### src/rtl/mmio_uart_tx_if.sv
// Core data-memory port as seen by a memory-mapped peripheral.
// The core drives the store strobe, address and data. The peripheral returns its decode hit and read data.
interface mmio_uart_tx_if;
    logic        mem_write;
    logic [31:0] mem_addr;
    logic [31:0] mem_wdata;
    logic        sel;
    logic [31:0] rdata;

    modport master (
        output mem_write,
        output mem_addr,
        output mem_wdata,
        input  sel,
        input  rdata
    );

    modport slave (
        input  mem_write,
        input  mem_addr,
        input  mem_wdata,
        output sel,
        output rdata
    );
endinterface

### src/rtl/mmio_uart_tx.sv
// Memory-mapped 8N1 UART transmitter with a small TX FIFO.
// TXDATA is at +0 and STATUS is at +4. The line output tx is registered.
//
//   state   | meaning
//   --------+-----------------------------------------------
//   S_IDLE  | line idle high, waiting for a queued byte
//   S_START | start bit (low) for CLKS_PER_BIT cycles
//   S_DATA  | eight data bits, LSB first
//   S_STOP  | stop bit (high); chains straight into the next frame
module mmio_uart_tx #(
    parameter int          CLKS_PER_BIT = 16,
    parameter int          FIFO_DEPTH   = 8,
    parameter logic [31:0] BASE_ADDR    = 32'h0000_0400
) (
    input  logic          clk,
    input  logic          reset,
    mmio_uart_tx_if.slave bus,
    output logic          tx
);
    localparam int PW = $clog2(FIFO_DEPTH);
    localparam int CW = PW + 1;
    localparam int BW = $clog2(CLKS_PER_BIT);
    localparam logic [BW-1:0] BAUD_LAST = BW'(CLKS_PER_BIT - 1);

    localparam logic [1:0] S_IDLE  = 2'd0;
    localparam logic [1:0] S_START = 2'd1;
    localparam logic [1:0] S_DATA  = 2'd2;
    localparam logic [1:0] S_STOP  = 2'd3;

    logic [1:0]    state;
    logic [BW-1:0] baud_cnt;
    logic [2:0]    bit_cnt;
    logic [7:0]    shift;
    logic          ovf;

    logic [7:0]    mem [FIFO_DEPTH];
    logic [PW-1:0] wr_ptr;
    logic [PW-1:0] rd_ptr;
    logic [CW-1:0] count;

    logic fifo_empty, fifo_full, baud_end;
    logic push_req, push_ok, push_drop, status_wr, pop;
    logic [31:0] status_word;

    assign fifo_empty = (count == '0);
    assign fifo_full  = (count == CW'(FIFO_DEPTH));
    assign baud_end   = (baud_cnt == BAUD_LAST);

    assign bus.sel   = (bus.mem_addr[31:3] == BASE_ADDR[31:3]);
    assign push_req  = bus.mem_write & bus.sel & ~bus.mem_addr[2];
    assign status_wr = bus.mem_write & bus.sel &  bus.mem_addr[2];

    // The transmitter pops on leaving IDLE or at the end of a stop bit.
    assign pop       = ~fifo_empty & ((state == S_IDLE) | ((state == S_STOP) & baud_end));
    assign push_ok   = push_req & (~fifo_full | pop);
    assign push_drop = push_req & ~push_ok;

    assign status_word = {24'b0, 4'(count), ovf, (state != S_IDLE), fifo_empty, fifo_full};
    assign bus.rdata   = (bus.sel & bus.mem_addr[2]) ? status_word : 32'b0;

    always_ff @(posedge clk) begin
        if (push_ok)
            mem[wr_ptr] <= bus.mem_wdata[7:0];
    end

    always_ff @(posedge clk or posedge reset) begin
        if (reset) begin
            wr_ptr <= '0;
            rd_ptr <= '0;
            count  <= '0;
            ovf    <= 1'b0;
        end else begin
            if (push_ok)
                wr_ptr <= wr_ptr + PW'(1);
            if (pop)
                rd_ptr <= rd_ptr + PW'(1);
            if (push_ok & ~pop)
                count <= count + CW'(1);
            else if (pop & ~push_ok)
                count <= count - CW'(1);
            // A drop in the same cycle as a STATUS write keeps ovf set.
            if (push_drop)
                ovf <= 1'b1;
            else if (status_wr)
                ovf <= 1'b0;
        end
    end

    always_ff @(posedge clk or posedge reset) begin
        if (reset) begin
            state    <= S_IDLE;
            baud_cnt <= '0;
            bit_cnt  <= '0;
            shift    <= '0;
            tx       <= 1'b1;
        end else begin
            case (state)
                S_IDLE: begin
                    if (pop) begin
                        shift    <= mem[rd_ptr];
                        baud_cnt <= '0;
                        state    <= S_START;
                        tx       <= 1'b0;
                    end
                end
                S_START: begin
                    if (baud_end) begin
                        baud_cnt <= '0;
                        bit_cnt  <= '0;
                        state    <= S_DATA;
                        tx       <= shift[0];
                    end else begin
                        baud_cnt <= baud_cnt + BW'(1);
                    end
                end
                S_DATA: begin
                    if (baud_end) begin
                        baud_cnt <= '0;
                        shift    <= shift >> 1;
                        if (bit_cnt == 3'd7) begin
                            state <= S_STOP;
                            tx    <= 1'b1;
                        end else begin
                            bit_cnt <= bit_cnt + 3'd1;
                            tx      <= shift[1];
                        end
                    end else begin
                        baud_cnt <= baud_cnt + BW'(1);
                    end
                end
                S_STOP: begin
                    if (baud_end) begin
                        baud_cnt <= '0;
                        if (pop) begin
                            shift <= mem[rd_ptr];
                            state <= S_START;
                            tx    <= 1'b0;
                        end else begin
                            state <= S_IDLE;
                        end
                    end else begin
                        baud_cnt <= baud_cnt + BW'(1);
                    end
                end
                default: begin
                    state <= S_IDLE;
                    tx    <= 1'b1;
                end
            endcase
        end
    end
endmodule

### src/flat_wrapper.sv
// flat-port wrapper written by rule: the top's interface ports become plain ports
module mmio_uart_tx_flat 
#(
    parameter int          CLKS_PER_BIT = 16,
    parameter int          FIFO_DEPTH   = 8,
    parameter logic [31:0] BASE_ADDR    = 32'h0000_0400
)
  (clk, reset, tx, bus_mem_write, bus_mem_addr, bus_mem_wdata, bus_sel, bus_rdata);
  mmio_uart_tx_if bus_i ();
  input  logic clk;
  input  logic reset;
  output logic tx;
  input wire logic [$bits(bus_i.mem_write)-1:0] bus_mem_write;
  input wire logic [$bits(bus_i.mem_addr)-1:0] bus_mem_addr;
  input wire logic [$bits(bus_i.mem_wdata)-1:0] bus_mem_wdata;
  output wire logic [$bits(bus_i.sel)-1:0] bus_sel;
  output wire logic [$bits(bus_i.rdata)-1:0] bus_rdata;
  assign bus_i.mem_write = bus_mem_write;
  assign bus_i.mem_addr = bus_mem_addr;
  assign bus_i.mem_wdata = bus_mem_wdata;
  assign bus_sel = bus_i.sel;
  assign bus_rdata = bus_i.rdata;
  mmio_uart_tx #(.CLKS_PER_BIT(CLKS_PER_BIT), .FIFO_DEPTH(FIFO_DEPTH), .BASE_ADDR(BASE_ADDR)) u_core (.clk(clk), .reset(reset), .bus(bus_i), .tx(tx));
endmodule
### config.mk
export PLATFORM = sky130hd
export DESIGN_NAME = mmio_uart_tx_flat
export DESIGN_NICKNAME = d
export VERILOG_FILES = /design/src/rtl/mmio_uart_tx_if.sv /design/src/rtl/mmio_uart_tx.sv /design/src/flat_wrapper.sv
export SDC_FILE = /design/constraint.sdc
export NUM_CORES = 1
export LEC_CHECK = 0
export ABC_CLOCK_PERIOD_IN_PS = 2600
export BUFFER_PORTS_ARGS = -buffer_cell sky130_fd_sc_hd__buf_2
export CAP_MARGIN = 5
export CORE_MARGIN = 10
export CORE_UTILIZATION = 30
export DETAILED_ROUTE_END_ITERATION = 10
export GPL_TIMING_DRIVEN = 1
export PLACE_DENSITY_LB_ADDON = 0.25
export SYNTH_ARGS = -nofsm -noshare
export SYNTH_HDL_FRONTEND = slang
export SYNTH_SLANG_ARGS = --single-unit
export TNS_END_PERCENT = 30
### constraint.sdc
create_clock -name clk -period 2.6 [get_ports clk]
set_input_delay 0.39 -clock clk [delete_from_list [all_inputs] [get_ports clk]]
set_output_delay 0.39 -clock clk [all_outputs]
set_load 0.02 [all_outputs]
==> reports/qor.yml <==
place:
  gp_congestion: 0.749
  port_buffers: 50
  dp_cells: 560
  hpwl_um: 6360
logic_synthesis:
  ys_types: 52
  avgSynthCellArea_sq_um: 14.6
  synth_edf_count: 64
  synthFlopType: "edfxtp_1"
  synthCells: 309
  synthArstFlopShare_pct: 31.2
  yosysWarnings: 0
  yosys_register_bits: 93
  netlist_area_sq_um: 4520
  ys_seq_area_share_pct: 58.6
setup_path:
  crit_arrival_ns: 2.68
  r2r_slack_ns: 0.18
  end_kind: "flop"
  cp.required_ns: 2.86
  crit_type: "flop to flop"
  slowest_delay_ns: 0.45
  timing.critical_path.buf_inv: 2
  startpoint_type: "flop"
  crit_chain: "inv_2 > ha_4 > a41oi_4 > and2_4 > nor4b_4 > ha_2 > inv_1 > ha_1 > a21o_1 > a21oi_2 > mux2i_1 > xnor2_1"
  crit_family: "adder cells"
  worst_path_max_delay_cell: "dfrtp_2"
  cp_max_fo: 4
detailed_routing:
  ant_nets: 0
  drc: 0
  routed_wl_um: 9310
  first_pass_iters: 4
  first_iter_violations: 112
  wl_per_cell_um: 16.1
  m1WireLength_um: 4100
  dr_total_vias: 2739
  wl_met2_um: 4760
  viasPerCell: 4.75
  dr_wl_met3_um: 289
  dr.max_layer_used: "met4"
clocking:
  cts-root-buf: "clkbuf_16"
  cts_sinks: 93
  clk_pin_slew_ns: 0.07
  clock_latency_ns: 0.34
  cts_tree: "yes"
  cts_buffer_depth: 2
  cts_buffers: 9
  htreeDepth: 3
finish:
  antenna-diode-count: 0
  fin_cells: 577
  layout.nets: 470
  syn_to_final_growth_pct: 22.0
  fillers: 1395
  drive_gt1_share_pct: 37.2
timing:
  drv_slew: 0
  finClkSkew_ns: 0.00956
  timing.final.crit_share_pct: 93.0
  worst_slew_pin_slew_ns: 0.507
  slew_headroom_pct: 66.2
  holdWs_ns: 0.123
  fmax_ghz: 0.413
  period_needed_ns: 2.42
  hold_viol_final: 0
  rsz0062_at_grt: "no"
  setup_viol: 0
grt:
  grt_pass1_vias: 2793
  grt_pass1_wl_um: 14700
  grt_usage_pct: 9.32
  grt_max_degree: 30
  grt_antenna_before_repair: 0
  grt_overflow: 0
flow_run:
  max-cap-violations: 0
floorplanning:
  die_area_sq_um: 20400
  core_sq_um: 14600
  die_h_um: 143
  ioPinCount: 101
  initial_utilization_pct: 30.9
  row_count: 44
  die_w_um: 143
worst_hold_path:
  hp-class: "input port to async pin"
power_and_ir_drop:
  powerDensity_nw_per_um2: 554
  finalPower_w: 0.00306
  p_leak_nw: 2.20
  worst_ir_drop_vdd_uv: 329
run_status:
  status: "complete, no violations"
-- stage by stage --
stage / util [%] / TNS [ns] / setup WS (ns) / area (sq um)
global route: 37.7 / 0 / 0.000392 / 5520
global placement: 34.9 / -0.0700 / -0.0700 / 5120
floorplan: - / 0 / 0.00395 / 4640
detailed placement: 34.9 / -0.0388 / -0.0388 / 5120
finish: 37.7 / 0 / 0.181 / 5520
CTS: 37.1 / 0 / 0.0138 / 5430
-- tightest hold or removal path, cell delays in order --
cell   delay, ns
buf_2       0.09
inv_1       0.04
buf_4       0.36
-- where the power goes --
part           internal (W)      switching, W
Combinational     0.0000259         0.0000695
Sequential          0.00159  0.00000000000773
Clock              0.000840          0.000537
-- sequential cells by signal, indices dropped and copies added (netlist names) --
signal,cells
u_core.mem,64
u_core.baud_cnt,4
u_core.shift,8
u_core.tx,1
u_core.wr_ptr,3
u_core.ovf,1
u_core.bit_cnt,3
u_core.count,4
u_core.rd_ptr,3
u_core.state,2
-- area by class of cell --
type | instances | area [sq um] | area share (%)
Clock inverter | 6 | 87.6 | 1.59
Inverter | 7 | 26.3 | 0.476
Timing Repair Buffer | 80 | 500 | 9.07
Sequential cell | 93 | 2650 | 48.0
Multi-Input combinational cell | 197 | 1790 | 32.5
Clock buffer | 10 | 229 | 4.15
Tap cell | 184 | 230 | 4.17
-- layer usage --
metal | GRT usage, % | up-vias
met4 | 4.02 | 0
met2 | 16.0 | 39
met3 | 1.92 | 13
met1 | 11.0 | 1381
met5 | 0 | -
li1 | - | 1306
-- final timing paths --
path / from / to / cells past startpoint
max in group asynchronous: reset / u_core.tx$_DFFE_PP1P_ / 3
min in group clk: bus_mem_wdata[4] / u_core.mem[3][4]$_DFFE_PP_ / 1
min reg2reg: u_core.shift[3]$_DFFE_PP0P_ / u_core.shift[3]$_DFFE_PP0P_ / 1
max: u_core.state[1]$_DFFE_PP0P_ / u_core.count[3]$_DFFE_PP0P_ / 12
min: reset / u_core.baud_cnt[3]$_DFFE_PP0N_ / 3
max reg2reg: u_core.state[1]$_DFFE_PP0P_ / u_core.count[3]$_DFFE_PP0P_ / 12
-- cells by family after synthesis --
| kind of cell | after synthesis | share of synthesized area [%] |
|---|---|---|
| flip-flops | 93 | 58.6 |
| AND/OR/NAND/NOR | 77 | 10.3 |
| multiplexers | 42 | 14.6 |
| buffers and inverters | 42 | 6.06 |
| AO/OA/AOI/OAI | 32 | 4.68 |
| adder cells (fa/ha/maj) | 15 | 4.32 |
| XOR/XNOR | 7 | 1.36 |
| other | 1 | 0.0829 |
-- cells in the mapped netlist (3+ instances only) --
| library cell | count | area, sq um |
|---|---|---|
| nand4_1 | 3 | 18.8 |
| a21oi_1 | 5 | 25.0 |
| nor2b_1 | 3 | 18.8 |
| and4b_1 | 4 | 40.0 |
| and4_1 | 4 | 35.0 |
| buf_4 | 24 | 180 |
| nor3_1 | 3 | 15.0 |
| clkbuf_1 | 7 | 26.3 |
| mux4_2 | 10 | 225 |
| xor2_1 | 3 | 26.3 |
| mux2_2 | 23 | 259 |
| nor2_1 | 12 | 45.0 |
| mux2_1 | 3 | 33.8 |
| a22o_1 | 3 | 26.3 |
| a21o_1 | 3 | 22.5 |
| nor4_1 | 8 | 50.1 |
| edfxtp_1 | 64 | 1920 |
| nor4b_1 | 4 | 35.0 |
| and3_1 | 9 | 56.3 |
| o21ai_1 | 10 | 50.1 |
| mux4_1 | 5 | 131 |
| nand3_1 | 3 | 15.0 |
| ha_1 | 14 | 175 |
| xnor2_1 | 4 | 35.0 |
| nand2_1 | 11 | 41.3 |
| inv_1 | 7 | 26.3 |
| dfrtp_1 | 28 | 701 |
| nand2b_1 | 3 | 18.8 |
-- placed cells by master (no fill, tap or decap), drive strengths merged, types with 2 or more instances in the layout --
cell       n
clkinvlp   2
conb      24
mux4      15
xor2       3
bufinv     2
nor4       8
nor4b      5
ha        14
and3       9
buf       80
nand4      3
a21o       3
inv        7
and2       2
edfxtp    64
a32oi      2
nand3      3
nor2b      3
clkbuf    10
and4       4
mux2      26
dfrtp     28
clkinv     2
a22o       3
nor2      12
nor3b      2
nor3       3
nand2b     3
nand2     11
o21ai     12
and4b      4
xnor2      4
a21oi      5
-- repair_timing --
action	in CTS	in global routing
hold buffers	0	0
buffers inserted	0	1
gates resized for setup	0	15
endpoints found under the setup margin	0	3
No activity file was read; power rests on OpenSTA's default activity.
